## src/rtl/instr_fetch_pkg.sv

```systemverilog
// Shared types and constants for the instruction fetch unit and its queue.
`ifndef INSTR_FETCH_ENDIAN_SWP
`define INSTR_FETCH_ENDIAN_SWP
`define ENDIAN_SWP_32(x) {x[7:0], x[15:8], x[23:16], x[31:24]}
`endif

package instr_fetch_pkg;

  localparam int unsigned XLEN     = 32;
  localparam logic [31:0] RV32_NOP = 32'h0000_0013;

  typedef enum logic [1:0] {
    IDLE  = 2'd0,
    FETCH = 2'd1,
    DRAIN = 2'd2
  } fetch_state_e;

  typedef struct packed {
    logic [XLEN-1:0] pc;
    logic [XLEN-1:0] instr;
  } fetch_entry_t;

endpackage

```

## src/rtl/instr_fetch_fifo.sv

```systemverilog
// Registered {pc, instr} queue with synchronous flush; push and pop may
// coincide when full.
module instr_fifo
  import instr_fetch_pkg::*;
#(
  parameter int unsigned  DEPTH = 2,
  localparam int unsigned PTR_W = $clog2(DEPTH),
  localparam int unsigned CNT_W = PTR_W + 1
) (
  input  logic             clk,
  input  logic             rst,
  input  logic             flush,
  input  logic             push,
  input  fetch_entry_t     push_data,
  input  logic             pop,
  output fetch_entry_t     head,
  output logic             full,
  output logic             empty,
  output logic [CNT_W-1:0] count
);

  fetch_entry_t     mem_q [DEPTH];
  logic [PTR_W-1:0] wr_ptr_q, wr_ptr_d;
  logic [PTR_W-1:0] rd_ptr_q, rd_ptr_d;
  logic [CNT_W-1:0] count_q, count_d;
  logic             do_push, do_pop;

  assign full    = (count_q == CNT_W'(DEPTH));
  assign empty   = (count_q == '0);
  assign count   = count_q;
  assign head    = mem_q[rd_ptr_q];
  assign do_pop  = pop && !empty;
  assign do_push = push && (!full || do_pop) && !flush;

  always_comb begin
    wr_ptr_d = wr_ptr_q;
    rd_ptr_d = rd_ptr_q;
    count_d  = count_q;
    if (flush) begin
      wr_ptr_d = '0;
      rd_ptr_d = '0;
      count_d  = '0;
    end else begin
      if (do_push) wr_ptr_d = wr_ptr_q + PTR_W'(1);
      if (do_pop)  rd_ptr_d = rd_ptr_q + PTR_W'(1);
      count_d = count_q + CNT_W'(do_push) - CNT_W'(do_pop);
    end
  end

  always_ff @(posedge clk) begin
    if (rst) begin
      wr_ptr_q <= '0;
      rd_ptr_q <= '0;
      count_q  <= '0;
    end else begin
      wr_ptr_q <= wr_ptr_d;
      rd_ptr_q <= rd_ptr_d;
      count_q  <= count_d;
    end
  end

  // Payload storage needs no reset; occupancy gates its visibility.
  always_ff @(posedge clk) begin
    if (do_push) mem_q[wr_ptr_q] <= push_data;
  end

endmodule

```

## src/rtl/instr_fetch.sv

```systemverilog
// Instruction fetch: credit-limited request issue, in-order response capture
// with PC tagging, and redirect flush/drain of in-flight responses.
module instr_fetch
  import instr_fetch_pkg::*;
#(
  parameter logic [31:0] RESET_PC       = 32'h0000_0000,
  parameter int unsigned DEPTH          = 2,
  parameter bit          MEM_BIG_ENDIAN = 1'b1
) (
  input  logic        clk,
  input  logic        rst,
  output logic        imem_req_valid,
  input  logic        imem_req_ready,
  output logic [31:0] imem_req_addr,
  input  logic        imem_rsp_valid,
  input  logic [31:0] imem_rsp_data,
  input  logic        redirect_valid,
  input  logic [31:0] redirect_pc,
  output logic        dec_valid,
  input  logic        dec_ready,
  output logic [31:0] dec_instr,
  output logic [31:0] dec_pc
);

  localparam int unsigned CNT_W = $clog2(DEPTH) + 1;
  localparam int unsigned SUM_W = CNT_W + 1;

  fetch_state_e     state_q, state_d;
  logic [31:0]      pc_q, pc_d;
  logic [31:0]      rsp_pc_q, rsp_pc_d;
  logic             req_valid_q, req_valid_d;
  logic [CNT_W-1:0] out_q, out_d;
  logic [CNT_W-1:0] discard_q, discard_d;

  logic             req_fire, rsp_keep, rsp_drop, deq, push;
  logic [31:0]      rsp_word, redirect_aligned;
  logic [CNT_W-1:0] occ_d;
  logic [SUM_W-1:0] credit_used;
  fetch_entry_t     push_entry, head;
  logic             fifo_full, fifo_empty;
  logic [CNT_W-1:0] fifo_count;

  instr_fifo #(.DEPTH(DEPTH)) u_fifo (
    .clk       (clk),
    .rst       (rst),
    .flush     (redirect_valid),
    .push      (push),
    .push_data (push_entry),
    .pop       (deq),
    .head      (head),
    .full      (fifo_full),
    .empty     (fifo_empty),
    .count     (fifo_count)
  );

  always_comb begin
    req_fire         = req_valid_q && imem_req_ready;
    rsp_drop         = imem_rsp_valid && (discard_q != '0);
    rsp_keep         = imem_rsp_valid && (discard_q == '0);
    deq              = !fifo_empty && dec_ready;
    push             = rsp_keep && (!fifo_full || deq);
    rsp_word         = MEM_BIG_ENDIAN ? `ENDIAN_SWP_32(imem_rsp_data) : imem_rsp_data;
    push_entry       = '{pc: rsp_pc_q, instr: rsp_word};
    redirect_aligned = {redirect_pc[31:2], 2'b00};

    state_d   = state_q;
    out_d     = out_q + CNT_W'(req_fire) - CNT_W'(imem_rsp_valid);
    pc_d      = req_fire ? pc_q + 32'd4 : pc_q;
    rsp_pc_d  = push ? rsp_pc_q + 32'd4 : rsp_pc_q;
    discard_d = discard_q - CNT_W'(rsp_drop);

    case (state_q)
      IDLE:    state_d = FETCH;
      FETCH:   state_d = FETCH;
      DRAIN:   if (discard_d == '0) state_d = FETCH;
      default: state_d = IDLE;
    endcase

    // Everything still in flight after this cycle belongs to the old path.
    if (redirect_valid) begin
      pc_d      = redirect_aligned;
      rsp_pc_d  = redirect_aligned;
      discard_d = out_d;
      state_d   = (out_d != '0) ? DRAIN : FETCH;
    end

    occ_d       = redirect_valid ? '0 : fifo_count + CNT_W'(push) - CNT_W'(deq);
    credit_used = SUM_W'(out_d) + SUM_W'(occ_d);
    req_valid_d = (state_d == FETCH) && (credit_used < SUM_W'(DEPTH));
  end

  always_ff @(posedge clk) begin
    if (rst) begin
      state_q     <= IDLE;
      pc_q        <= RESET_PC;
      rsp_pc_q    <= RESET_PC;
      req_valid_q <= 1'b0;
      out_q       <= '0;
      discard_q   <= '0;
    end else begin
      state_q     <= state_d;
      pc_q        <= pc_d;
      rsp_pc_q    <= rsp_pc_d;
      req_valid_q <= req_valid_d;
      out_q       <= out_d;
      discard_q   <= discard_d;
    end
  end

  assign imem_req_valid = req_valid_q;
  assign imem_req_addr  = pc_q;
  assign dec_valid      = !fifo_empty;
  assign dec_instr      = fifo_empty ? 32'd0 : head.instr;
  assign dec_pc         = fifo_empty ? 32'd0 : head.pc;

endmodule

```

## config.mk

```make
export PLATFORM = sky130hd
export DESIGN_NAME = instr_fetch
export DESIGN_NICKNAME = d
export VERILOG_FILES = /design/src/rtl/instr_fetch_pkg.sv /design/src/rtl/instr_fetch_fifo.sv /design/src/rtl/instr_fetch.sv
export SDC_FILE = /design/constraint.sdc
export NUM_CORES = 1
export LEC_CHECK = 0
export ABC_AREA = 0
export CAP_MARGIN = 20
export CELL_PAD_IN_SITES_DETAIL_PLACEMENT = 0
export CELL_PAD_IN_SITES_GLOBAL_PLACEMENT = 1
export CORE_MARGIN = 2
export CORE_UTILIZATION = 40
export CTS_CLUSTER_DIAMETER = 150
export DETAILED_ROUTE_END_ITERATION = 8
export HOLD_SLACK_MARGIN = 0.06
export PLACE_DENSITY = 0.85
export RECOVER_POWER = 25
export SLEW_MARGIN = 20
export SYNTH_ARGS = -nofsm -noshare
export SYNTH_HDL_FRONTEND = slang
export SYNTH_SLANG_ARGS = --single-unit
```

## constraint.sdc

```tcl
create_clock -name clk -period 15.7 [get_ports clk]
set_clock_uncertainty 0.2 [all_clocks]
set_input_delay 1.57 -clock clk [delete_from_list [all_inputs] [get_ports clk]]
set_output_delay 1.57 -clock clk [all_outputs]
set_load 0.1 [all_outputs]
```

==> metrics.md, run 1 <==
| Metric | Value |
|---|---|
| Clock slew seen by the registers of the worst setup and hold paths | `0.07 ns` |
| Fin util | `0.5202` |
| P&R area growth vs syn | `26.52%` |
| VDD IR max | `0.08274 mV` |
| Antenna Violating Nets Remaining | `0` |
| Max Cap Viol | `0` |
| Crit Path Class | `flip-flop to output pin` |
| Reg2reg end | `imem_req_valid` |
| Via-to-Cell Ratio | `~5.4` |
| CTS tree | `yes` |
| Power Density | `roughly 120 mW/mm²` |
| Initial DRC Count | `530` |
| Synth Area in Adders | `0.01469` |
| Fmax | `around 0.21 GHz` |
| Vias in the first global route | `6315` |
| Post-synth top cells | `edfxtp_1, nor2_1, dfxtp_1, mux2i_1, nand2_1` |
| Unique masters post-synth | `67` |
| Final GP Congestion | `between 0.8 and 0.9` |
| Port bufs | `161` |
| First-pass GRT wire length | `33660 µm` |
| Sum of buffers and inverters on the critical path | `1` |
| Lkg Pwr | `about 3.7 nW` |
| Root Buffer Master | `clkbuf_16` |
| Outcome | `completed` |
| Max-slew headroom | `0.2867` |
| Share of layout cells above drive strength 1 | `0.05975` |
| Simple-gate share of the synthesized area | `0.1738` |
| YS warnings | `0` |
| Ant diodes | `0` |
| Grt total ovfl | `0` |
| Pin count of the biggest net entering global routing | `between 60 and 70` |
| Mapped Avg Cell Area | `11.29 µm²` |
| Worst-case reg-to-reg path depth | `10` |
| Slowest stage delay, CP | `1.15 ns` |
| Max Used Layer | `met4` |
| Synthesis-stage register bit count | `approximately 200` |
| EDFF count, synth | `approximately 120` |
| Critical-path cell with the highest stage delay | `clkdlybuf4s50_1` |
| Max Slew Vio Count | `0` |
| Remaining DRCs | `0` |
| Worst EP required | `13.93 ns` |
| WHS Endpoint | `u_fifo.mem_q[0][56]` |
| Total die area | `0.02379 mm²` |
| Total Routed Length | `21210 µm` |
| Vias | `6725` |
| NumNets Final | `1021` |
| Initial antenna violation count | `0` |
| Initial core utilization | `0.4112` |
| Largest cells by area after synthesis | `edfxtp_1, dfxtp_1, mux2i_1, nor2_1, o31a_1` |
| CTS Sinks | `196` |
| CP max FO | `62` |
| Count leader, synth | `edfxtp_1` |
| Largest area contributor in the netlist | `edfxtp_1` |
| Min-delay src | `rsp_pc_q[24]` |
| WL/cell | `17.18 µm` |
| Worst-Margin Slew | `between 1 and 1.5 ns` |
| RSZ-0062 raised after global routing | `false` |
| H-tree levels | `4` |
| Final period util | `0.3046` |
| CTS buffer count | `17` |
| Sequential area share after synthesis | `0.5721` |
| Height of the die | `~150 µm` |
| Final Hold Violating Endpoints | `0` |
| Compound-gate portion of the synthesized area | `0.1048` |
| Crit path max-delay family | `buffers and inverters` |
| Hold/Removal Path Class | `flip-flop to flip-flop` |
| DRT Pass-1 Iters | `4` |
| Synth top area share | `0.4124` |
| Largest family of logic cells by synthesized area | `simple AND/OR/NAND/NOR gates` |
| Met3 wire length | `roughly 1500 µm` |
| CP Capture Type | `output pin` |
| Cell Rows | `54` |
| Met2 routed wirelength | `9372 µm` |
| Fin Setup TNS | `0 ns` |
| Die W | `154.2 µm` |
| CTS max path bufs | `2` |
| Final setup violation count | `0` |
| Post-DP HPWL | `between 10000 and 15000 µm` |
| Hold Crit Depth | `0` |
| Worst r2r src | `u_fifo.count[1]` |
| Mapped cell area | `about 0.009 mm²` |
| Post-synthesis mux area share | `0.06984` |
| Hold_buf cts | `0` |
| Clock Latency Late Sink | `0.43 ns` |
| GR Util All Layers | `0.1795` |
| Mapped Cells | `800` |
| Post-synth ARST share | `0` |
| Cts repair resizes | `0` |
| Synth Area in XOR/XNOR | `0.02619` |
| Setup Fix Bufs, Post-CTS | `0` |
| Min Clock Period, post-route | `between 4 and 5 ns` |
| I/O pin cnt | `168` |
| Core area | `0.02196 mm²` |
| Crit start category | `flip-flop` |
| Wl on met1 | `10200 µm` |
| FF-to-FF setup slack | `12.39 ns` |
| Final hold slack | `0.3323 ns` |
| Worst-path cell chain | `mux2i_1 -> nor2_1 -> clkdlybuf4s50_1` |
| Post-synth top flop | `edfxtp_1` |
| Crit path arrival time | `3.01 ns` |
## cells in the final DEF, fill, tap and decap left out, types with 17 or more instances in the layout
cell	n
clkdlybuf4s50_1	138
edfxtp_1	124
nor2_1	87
dfxtp_1	71
mux2i_1	63
nand2_1	38
inv_1	35
nor4_1	30
nand4_1	28
a21oi_1	26
o31a_1	22
dlygate4sd3_1	22
a21boi_0	19
nand3_1	18
clkbuf_16	17
## flip-flops by register name (all words and copies together), names as in the netlist, named ones only
signal / cells
u_fifo.count: 2
imem_req_valid: 1
u_fifo.wr_ptr_q: 1
u_fifo.rd_ptr_q: 1
u_fifo.mem_q: 124
imem_req_addr: 30
state_q: 2
discard_q: 2
rsp_pc_q: 30
out_q: 2
## worst max path at each step
stage	slack, ns	end	cells past startpoint	from
CTS	10.84	dec_pc[22]	3	flip-flop
finish	10.92	dec_instr[11]	3	flip-flop
global placement	10.77	imem_req_valid	11	imem_rsp_valid
detailed placement	10.76	imem_req_valid	11	imem_rsp_valid
global route	10.73	dec_pc[29]	3	flip-flop
floorplan	8.52	u_fifo.mem_q[0][0]	4	redirect_valid
## power breakdown
group,internal [mW],switching (mW),total (mW),leakage (nW)
Clock,0.223,0.198,0.421,0.272
Combinational,0.0865,0.214,0.300,1.72
Sequential,0.589,0.0321,0.621,1.74
## metal layers
layer	up-vias	track usage
met2	241	0.2817
met1	3193	0.2544
met4	0	0.04584
met3	13	0.03867
met5	-	0
li1	3278	-
## worst register-to-register path: cells and delay by family, from the launching register on
kind / cells / cell delay (ns)
fa+ha+maj: 2 / 0.69
buf+inv: 1 / 0.22
simple gates: 5 / 1.39
flops: 1 / 0.46
xor+xnor: 2 / 0.27
## per-stage QoR
step	instance area, µm²	worst slack (ns)	cells	total power, mW
after floorplan	9040	8.518	803	0.8511
after global placement	10850	10.77	1202	0.9306
after detailed placement	10850	10.76	1202	0.9345
after CTS	11420	10.84	1234	1.354
after global routing	11420	10.73	1234	1.395
final	11420	10.92	1234	1.342
## kinds of logic (layout without fill, tap and decap cells)
kind of cell	after synthesis	in the layout
adder cells (fa/ha/maj)	10	10
multiplexers	63	63
AO/OA/AOI/OAI	129	129
other	1	4
flip-flops	196	196
AND/OR/NAND/NOR	289	289
XOR/XNOR	27	27
buffers and inverters	85	236
## area by class of cell
class                      count  area [µm²]
fill                        1936       10540
sequential                   196        5169
multi-input combinational    522        3543
timing repair buffer         167        1652
clock buffer                  17       425.4
tap                          280       350.3
clock inverter                15       145.1
inverter                      37       138.9
(Power assumes the default switching activity.)
==> inputs of run 2 (changes only) <==
clock period = 4.71 ns   (was 15.7 ns; I/O delays follow)
==> run 2 against run 1 <==
  * Setup slack lost 9.8 ns
  * Flip-flop and latch count is the same
  * Die area is the same
  * Worst hold slack lost 0.0031 ns
  * First-iteration DRC count shrank 25%
  * Sequential power grew to 3.3 times the previous value
  * Core utilization grew 0.31 points
  * Register-to-register slack lost 11 ns
  * Largest power group unchanged
  * Critical path depth grew 1
  * Combinational power grew to 3.4 times the previous value
  * Final cell count grew 0.24%
  * Count of clock-buffer cells in the layout grew 3
==> metrics.md, run 2 (synthesized netlist as in run 1, its figures left out) <==
| Metric | Value |
|---|---|
| Outcome | `completed` |
| CTS buffer count | `17 (unchanged)` |
| Die W | `154.2 µm (unchanged)` |
| Min-delay src | `rsp_pc_q[24]` |
| Min Clock Period, post-route | `3.589 ns` |
| Hold_buf cts | `0 (unchanged)` |
| Hold/Removal Path Class | `flip-flop to flip-flop` |
| Lkg Pwr | `3.762 nW (+0.90%)` |
| WL/cell | `17.28 µm (+0.59%)` |
| Critical-path cell with the highest stage delay | `clkdlybuf4s50_1` |
| CTS max path bufs | `2 (unchanged)` |
| Cell Rows | `54 (unchanged)` |
| CP endpoint | `dec_instr[10]` |
| Fmax | `between 0.2 and 0.3 GHz` |
| CTS Sinks | `196 (unchanged)` |
| Worst-path cell chain | `buf_12 -> mux2i_1 -> nor2_1 -> clkdlybuf4s50_1` |
| First-pass GRT wire length | `33750 µm (+0.26%)` |
| Via-to-Cell Ratio | `5.449 (about the same)` |
| Antenna Violating Nets Remaining | `0 (unchanged)` |
| Crit Path Class | `flip-flop to output pin` |
| Worst-case reg-to-reg path depth | `11 (+1)` |
| Power Density | `392.3 mW/mm² (+230%)` |
| Core area | `0.02196 mm² (unchanged)` |
| Area of the multi-input gates | `0.003550 mm² (+0.18%)` |
| Height of the die | `154.2 µm (unchanged)` |
| CP Capture Type | `output pin` |
| FF-to-FF setup slack | `1.60 ns (-10.79 ns)` |
| NumNets Final | `1024 (+0.29%)` |
| Register Area | `0.005169 mm² (unchanged)` |
| Final Hold Violating Endpoints | `0 (unchanged)` |
| Clock Latency Late Sink | `0.43 ns (about the same)` |
| CP max FO | `41 (-34%)` |
| DRT Pass-1 Iters | `5 (+1)` |
| Crit path arrival time | `2.92 ns (-0.09 ns)` |
| Cts repair resizes | `0 (unchanged)` |
| Final worst slack | `1.121 ns (-9.797 ns)` |
| Biggest register | `u_fifo.mem_q` |
| Initial antenna violation count | `0 (unchanged)` |
| FILL cells | `1958 (+1.1%)` |
| Total Routed Length | `21380 µm (+0.83%)` |
| GR Util All Layers | `0.1798 (+0.0003096)` |
| I/O pin cnt | `168 (unchanged)` |
| Commonest non-fill, non-tap cell in the layout | `clkdlybuf4s50_1` |
| Worst EP required | `4.04 ns (-9.89 ns)` |
| Max Slew Vio Count | `0 (unchanged)` |
| Vias | `6741 (+0.24%)` |
| Final GP Congestion | `0.9070 (+7.4%)` |
| Share of layout cells above drive strength 1 | `0.06061 (+0.0008576)` |
| Initial DRC Count | `395 (-25%)` |
| Post-DP HPWL | `14630 µm (+0.71%)` |
| Clock slew seen by the registers of the worst setup and hold paths | `0.07 ns (about the same)` |
| Final setup violation count | `0 (unchanged)` |
| CTS tree | `yes` |
| Port bufs | `161 (unchanged)` |
| Root Buffer Master | `clkbuf_16` |
| Max Cap Viol | `0 (unchanged)` |
| Most frequent cells in the layout | `clkdlybuf4s50_1, edfxtp_1, nor2_1` |
| Final period util | `0.7619` |
| Grt total ovfl | `0 (unchanged)` |
| Setup Fix Bufs, Post-CTS | `0 (unchanged)` |
| Worst-Margin Slew | `1.043 ns (-0.02672 ns)` |
| Fin Setup TNS | `0 ns (unchanged)` |
| Initial core utilization | `0.4112 (unchanged)` |
| VDD IR max | `0.2696 mV (+230%)` |
| P&R area growth vs syn | `27.29%` |
| RSZ-0062 raised after global routing | `false` |
| Crit start category | `flip-flop` |
| Pin count of the biggest net entering global routing | `63 (unchanged)` |
| Total die area | `0.02379 mm² (unchanged)` |
| Remaining DRCs | `0 (unchanged)` |
| Ant diodes | `0 (unchanged)` |
| DP Worst Slack | `1.108 ns (-9.648 ns)` |
| Vias in the first global route | `6422 (+1.7%)` |
| Reg2reg end | `imem_req_valid` |
| Max-slew headroom | `0.3023 (+0.01564)` |
| Worst r2r src | `u_fifo.count[1]` |
| H-tree levels | `4 (unchanged)` |
| Slowest stage delay, CP | `1.15 ns (about the same)` |
| Max reg flops | `124 (unchanged)` |
-- run 2: layout make-up --
type                            instances  share of cell area
Tap cell                              280             0.03048
Clock inverter                         12             0.01121
Clock buffer                           20             0.03974
Timing Repair Buffer                  170              0.1478
Inverter                               37             0.01208
Multi-Input combinational cell        522              0.3089
Sequential cell                       196              0.4498
-- run 2: power breakdown --
part | internal [mW] | switching (mW) | leakage [nW] | total, mW
Sequential | 1.96 | 0.106 | 1.74 | 2.07
Clock | 0.810 | 0.618 | 0.285 | 1.43
Combinational | 0.294 | 0.717 | 1.74 | 1.01
Total | 3.07 | 1.44 | 3.76 | 4.51
-- run 2: how the worst min path moves through the flow --
stage,endpoint,slack (ns),cells after the start
final,u_fifo.mem_q[0][56],0.33,0
after global routing,u_fifo.mem_q[0][56],0.34,0
after CTS,u_fifo.mem_q[0][56],0.33,0
after detailed placement,u_fifo.mem_q[0][56],0.31,0
after global placement,u_fifo.mem_q[0][56],0.30,0
after floorplan,u_fifo.mem_q[0][45],0.25,0
-- run 2: per-layer routing --
layer	GRT usage	wire [µm]	vias to the layer above
met4	0.04851	200	0
li1	-	-	3299
met5	0	0	-
met1	0.2514	10050	3195
met2	0.2791	9550	233
met3	0.04623	1576	14
-- run 2: metrics by stage --
step	instance area (µm²)	power, mW	util	hold slack [ns]	instances
finish	11490	4.508	0.5234	0.3292	1237
global route	11490	4.691	0.5234	0.3418	1237
global placement	10910	3.110	0.4967	0.2983	1205
detailed placement	10910	3.123	0.4967	0.3122	1205
floorplan	9045	2.833	-	0.2476	803
CTS	11490	4.549	0.5234	0.3268	1237
-- run 2: worst max-delay path: cells and delay by family (launching register included) --
family        cells  cell delay [ns]
flops             1             0.82
buf+inv           2             1.43
mux               1             0.10
simple gates      1             0.10
